## src/rtl/seven_seg_scan_ctrl.sv

```systemverilog
// Binary-to-BCD converter (sequential double-dabble) feeding a time-multiplexed
// 4-digit seven-segment scan: one shared decoder, one-hot digit enables, leading-zero blanking.
module seven_seg_scan_ctrl #(
  parameter int REFRESH_DIV = 50000
) (
  input  logic        i_clk,
  input  logic        i_rst,
  input  logic [15:0] i_value,
  input  logic        i_valid,
  output logic        o_ready,
  output logic [3:0]  o_hex,
  output logic [3:0]  o_digit_en,
  output logic        o_blank,
  output logic        o_overflow,
  output logic        o_busy
);

  localparam int CNT_W = (REFRESH_DIV > 1) ? $clog2(REFRESH_DIV) : 1;
  localparam logic [CNT_W-1:0] REFRESH_MAX = CNT_W'(REFRESH_DIV - 1);
  localparam logic [15:0] MAX_VALUE = 16'd9999;
  localparam logic [3:0]  LAST_SHIFT = 4'd13;

  typedef enum logic [1:0] {IDLE, CONVERT, COMMIT} state_t;

  state_t           state_q, state_d;
  logic             ready_q, ready_d;
  logic             busy_q, busy_d;
  logic [13:0]      bin_q, bin_d;
  logic [15:0]      bcd_q, bcd_d;
  logic [15:0]      bcd_adj;
  logic [3:0]       shift_cnt_q, shift_cnt_d;
  logic             ovf_pend_q, ovf_pend_d;
  logic [15:0]      disp_bcd_q, disp_bcd_d;
  logic             overflow_q, overflow_d;
  logic [CNT_W-1:0] refresh_q, refresh_d;
  logic [1:0]       scan_idx_q, scan_idx_d;
  logic [3:0]       digit_en_q, digit_en_d;

  // Add-3 correction on every BCD nibble that would reach 10 or more after the shift.
  genvar gi;
  generate
    for (gi = 0; gi < 4; gi++) begin : g_adj
      assign bcd_adj[4*gi +: 4] = (bcd_q[4*gi +: 4] >= 4'd5) ?
                                  bcd_q[4*gi +: 4] + 4'd3 : bcd_q[4*gi +: 4];
    end
  endgenerate

  always_comb begin
    state_d     = state_q;
    ready_d     = ready_q;
    busy_d      = busy_q;
    bin_d       = bin_q;
    bcd_d       = bcd_q;
    shift_cnt_d = shift_cnt_q;
    ovf_pend_d  = ovf_pend_q;
    disp_bcd_d  = disp_bcd_q;
    overflow_d  = overflow_q;
    refresh_d   = refresh_q;
    scan_idx_d  = scan_idx_q;
    digit_en_d  = digit_en_q;

    case (state_q)
      IDLE: begin
        if (i_valid) begin
          bin_d       = (i_value > MAX_VALUE) ? MAX_VALUE[13:0] : i_value[13:0];
          ovf_pend_d  = (i_value > MAX_VALUE);
          bcd_d       = 16'h0000;
          shift_cnt_d = 4'd0;
          state_d     = CONVERT;
          ready_d     = 1'b0;
          busy_d      = 1'b1;
        end
      end
      CONVERT: begin
        bcd_d       = {bcd_adj[14:0], bin_q[13]};
        bin_d       = {bin_q[12:0], 1'b0};
        shift_cnt_d = shift_cnt_q + 4'd1;
        if (shift_cnt_q == LAST_SHIFT) begin
          state_d = COMMIT;
        end
      end
      COMMIT: begin
        disp_bcd_d = bcd_q;
        overflow_d = ovf_pend_q;
        state_d    = IDLE;
        ready_d    = 1'b1;
        busy_d     = 1'b0;
      end
      default: begin
        state_d = IDLE;
        ready_d = 1'b1;
        busy_d  = 1'b0;
      end
    endcase

    // Scan keeps running regardless of the converter state.
    if (refresh_q == REFRESH_MAX) begin
      refresh_d  = '0;
      scan_idx_d = scan_idx_q + 2'd1;
      digit_en_d = {digit_en_q[2:0], digit_en_q[3]};
    end else begin
      refresh_d = refresh_q + CNT_W'(1);
    end
  end

  always_ff @(posedge i_clk) begin
    if (i_rst) begin
      state_q     <= IDLE;
      ready_q     <= 1'b1;
      busy_q      <= 1'b0;
      bin_q       <= '0;
      bcd_q       <= '0;
      shift_cnt_q <= '0;
      ovf_pend_q  <= 1'b0;
      disp_bcd_q  <= 16'h0000;
      overflow_q  <= 1'b0;
      refresh_q   <= '0;
      scan_idx_q  <= 2'd0;
      digit_en_q  <= 4'b0001;
    end else begin
      state_q     <= state_d;
      ready_q     <= ready_d;
      busy_q      <= busy_d;
      bin_q       <= bin_d;
      bcd_q       <= bcd_d;
      shift_cnt_q <= shift_cnt_d;
      ovf_pend_q  <= ovf_pend_d;
      disp_bcd_q  <= disp_bcd_d;
      overflow_q  <= overflow_d;
      refresh_q   <= refresh_d;
      scan_idx_q  <= scan_idx_d;
      digit_en_q  <= digit_en_d;
    end
  end

  // Digit 0 is never blanked so a zero value still shows a single "0".
  always_comb begin
    o_hex = disp_bcd_q[4*scan_idx_q +: 4];
    case (scan_idx_q)
      2'd1:    o_blank = (disp_bcd_q[15:4] == 12'h000);
      2'd2:    o_blank = (disp_bcd_q[15:8] == 8'h00);
      2'd3:    o_blank = (disp_bcd_q[15:12] == 4'h0);
      default: o_blank = 1'b0;
    endcase
  end

  assign o_ready    = ready_q;
  assign o_busy     = busy_q;
  assign o_overflow = overflow_q;
  assign o_digit_en = digit_en_q;

endmodule

```

## config.mk

```make
export PLATFORM = sky130hd
export DESIGN_NAME = seven_seg_scan_ctrl
export DESIGN_NICKNAME = d
export VERILOG_FILES = /design/src/rtl/seven_seg_scan_ctrl.sv
export SDC_FILE = /design/constraint.sdc
export NUM_CORES = 1
export LEC_CHECK = 0
export ABC_CLOCK_PERIOD_IN_PS = 2800
export CAP_MARGIN = 0
export CORE_ASPECT_RATIO = 0.7
export CORE_MARGIN = 5
export CORE_UTILIZATION = 60
export CTS_BUF_LIST = sky130_fd_sc_hd__clkbuf_16
export CTS_CLUSTER_DIAMETER = 120
export DETAILED_ROUTE_END_ITERATION = 10
export GPL_TIMING_DRIVEN = 0
export PLACE_DENSITY_LB_ADDON = 0.05
export SYNTH_ARGS = -nofsm -noshare
export SYNTH_HDL_FRONTEND = slang
export SYNTH_SLANG_ARGS = --single-unit
```

## constraint.sdc

```tcl
create_clock -name i_clk -period 2.8 [get_ports i_clk]
set_input_delay 0.42 -clock i_clk [delete_from_list [all_inputs] [get_ports i_clk]]
set_output_delay 0.42 -clock i_clk [all_outputs]
set_load 0.05 [all_outputs]
```

==> flow_metrics.tcl <==
set metrics [dict create \
    power_density_nw_per_um2 575 \
    fillers 419 \
    synthesis.area_um2 3700 \
    port_buffers 30 \
    start_kind "flop" \
    rr_endpoint "refresh_q[8]" \
    critPathRequiredTime_ps 2380 \
    finalSetupTns_ps 0 \
    switching_share_pct 22.1 \
    setup_viol 0 \
    fp.dieH_um 75.7 \
    synth_top_family_by_area "simple AND/OR/NAND/NOR gates" \
    synth-xor-area-share_pct 4.97 \
    htreeDepth 3 \
    final_util_pct 75.4 \
    crit_type "flop to primary output" \
    cts_tree "yes" \
    peakVddDrop_mv 0.398 \
    cp.buffers_inverters 3 \
    cts_made_buffers 9 \
    critPathMaxStageDelay_ps 560 \
    routed_wl_um 8520 \
    clk_latency_ps 330 \
    final_common_cell "dfxtp_1" \
    r2r_setup_slack_ps 950 \
    yosys.area_share.simple_pct 25.6 \
    synth.area.top_cells "dfxtp_1 (42%), a21oi_1 (5.8%), nand2_1 (5.6%), ha_1 (5.1%), xnor2_1 (3.8%)" \
    synth_top_area_share_pct 42.2 \
    cts_buffer_depth 2 \
    drcViolationCount 0 \
    hpwl_um 5980 \
    fin_crit_ps 2540 \
    cp_slowest_cell "dlygate4sd2_1" \
    postSynthCellCount 423 \
    synth_top_cell_by_area "dfxtp_1" \
    tightestPinTransition_ps 646 \
    final_layout_size_suffix_gt1_share_pct 10.3 \
    io_pins 31 \
    leakage_nw 1.63 \
    hold_violations 0 \
    ys_ff_latch 78 \
    synth_seq_area_share_pct 42.2 \
    hold_end "bin_q[2]" \
    root_buffer "clkbuf_16" \
    combPwrFrac_pct 7.0 \
    status "completed" \
    rows 23 \
    synth_enable_flop_cells 0 \
    synth_compound_area_share_pct 13.4 \
    gp_congestion 0.845 \
    num_antenna_cells 0 \
    path_clk_slew_ps 60 \
    slew_headroom_pct 56.6 \
    grt_first_pass_wirelength_um 14400 \
    seqPwrFrac_pct 45.7 \
    min_period_over_period_pct 90.7 \
    core_um2 5840 \
    hold_start "bin_q[2]" \
    synthAdderAreaFrac_pct 5.07 \
    reg2reg_depth 6 \
    ant_nets 0 \
    firstDrtPassIters 5 \
    critPathMaxFanout 6 \
    grt_max_degree 13 \
    synth_mux_area_share_pct 3.82 \
    yosys_warnings 0 \
    finClkSkew_ps 6.58 \
    syn_area_per_cell_um2 8.75 \
    start_util_pct 63.3 \
    fin_cells 543 \
    crit_chain "clkbuf_1 -> inv_1 -> ha_1 -> nor3_1 -> dlygate4sd2_1" \
    post-place-cells 528 \
    track_usage_pct 22.7 \
    rr_startpoint "refresh_q[0]" \
    hold_path_class "flop to flop" \
    cts_sinks 78 \
    cp_top_family "buffers and inverters" \
    areaGrowthSynthToFinish_pct 19.1 \
    drt_iter0_markers 106 \
    ys_types 47 \
    cts_setup_buffers 0 \
    vias_per_cell 5.82 \
    syn-num-nets 457 \
    overflow 0 \
    crit_path_end_kind "primary output" \
    antenna_found_initial 0 \
    power.clock.fraction_pct 47.3 \
    drv_slew 0 \
    power_mw 2.53 \
    async_reset_ff_share_pct 0 \
    ys_dominant_reg_cell "dfxtp_1" \
    fmax_mhz 394 \
    dieArea_um2 7860 \
    grt_pass1_vias 2997 \
    max-cap-violations 0 \
    dr_total_vias 3161 \
    fp.dieW_um 104 \
    p_int_mw 1.97 \
    holdPathStages 2 \
    rsz0062_at_grt "false" \
    switchingPower_mw 0.559 \
    nNetsFinal 498 \
    arrival_ps 2120 \
    layout_common_cells "dfxtp_1 (78), nand2_1 (55), a21oi_1 (43)" \
    post_drt_wl_per_cell_um 15.7 \
]
==> logic make-up after synthesis <==
| family | after synthesis |
|---|---|
| fa+ha+maj | 15 |
| buf+inv | 38 |
| flops | 78 |
| compound gates | 83 |
| xor+xnor | 21 |
| simple gates | 179 |
| mux | 9 |
==> power by group through the flow <==
stage | Combinational, mW | Clock, mW | Sequential (mW)
after global routing | 0.195 | 1.26 | 1.16
after floorplan | 0.102 | 0 | 1.18
after CTS | 0.178 | 1.21 | 1.16
final | 0.178 | 1.20 | 1.16
after global placement | 0.174 | 0 | 1.18
after detailed placement | 0.177 | 0 | 1.18
==> repair_timing <==
action                                  4_1_cts  5_1_grt
hold buffers                                  0        0
endpoints found under the setup margin        1        4
gates resized for setup                       1        4
==> area by class of cell <==
type	instances	area, um2	area share (%)
Multi-Input combinational cell	307	1950	44.3
Sequential cell	78	1560	35.4
Timing Repair Buffer	30	309	7.02
Clock buffer	9	225	5.11
Buffer	23	129	2.93
Tap cell	75	93.8	2.13
Clock inverter	6	77.6	1.76
Inverter	15	56.3	1.28
==> state kept, by name, summed over array words and instances (netlist names) <==
| name | cells |
|---|---|
| o_busy | 1 |
| ovf_pend_q | 1 |
| shift_cnt_q | 4 |
| disp_bcd_q | 16 |
| bin_q | 14 |
| o_ready | 1 |
| o_overflow | 1 |
| scan_idx_q | 2 |
| refresh_q | 16 |
| o_digit_en | 4 |
| state_q | 2 |
| bcd_q | 16 |
==> synthesized netlist by cell type (9+ instances only) <==
cell type	n
nand2_1	55
nand3_1	25
clkbuf_1	11
inv_1	15
nor3_1	17
o21ai_0	15
dfxtp_1	78
a21oi_1	43
ha_1	15
nor4_1	10
nor2_1	28
buf_2	9
xnor2_1	16
==> worst reg2reg max path, delay by kind of cell (launching register included) <==
| family | cells | cell delay, ps |
|---|---|---|
| buf+inv | 2 | 510 |
| flops | 1 | 450 |
| fa+ha+maj | 1 | 320 |
| compound gates | 1 | 240 |
| simple gates | 2 | 230 |
==> through the flow <==
stage,setup slack (ps),hold WS [ps],cell area [um2]
global placement,314,444,4090
CTS,71.6,461,4400
detailed placement,275,449,4090
global route,62.9,475,4410
finish,259,460,4410
floorplan,341,432,3700
==> worst max path at each step <==
| stage | from | end | slack [ps] | depth (start not counted) |
|---|---|---|---|---|
| finish | scan_idx_q[0] | o_blank | 260 | 5 |
| global route | scan_idx_q[0] | o_blank | 60 | 7 |
| detailed placement | scan_idx_q[0] | o_blank | 280 | 5 |
| floorplan | scan_idx_q[0] | o_blank | 340 | 4 |
| CTS | scan_idx_q[0] | o_hex[1] | 70 | 3 |
| global placement | scan_idx_q[0] | o_blank | 310 | 7 |
==> routing by layer <==
metal	part of all wire, %	track usage, %	vias up	wire [um]
met1	47	29.8	1508	3970
met2	47	37.7	75	4030
met5	0	0	-	0
li1	-	-	1563	-
met3	4.6	4.74	15	394
met4	1.4	8.91	0	121
No activity file was read; power rests on OpenSTA's default activity.
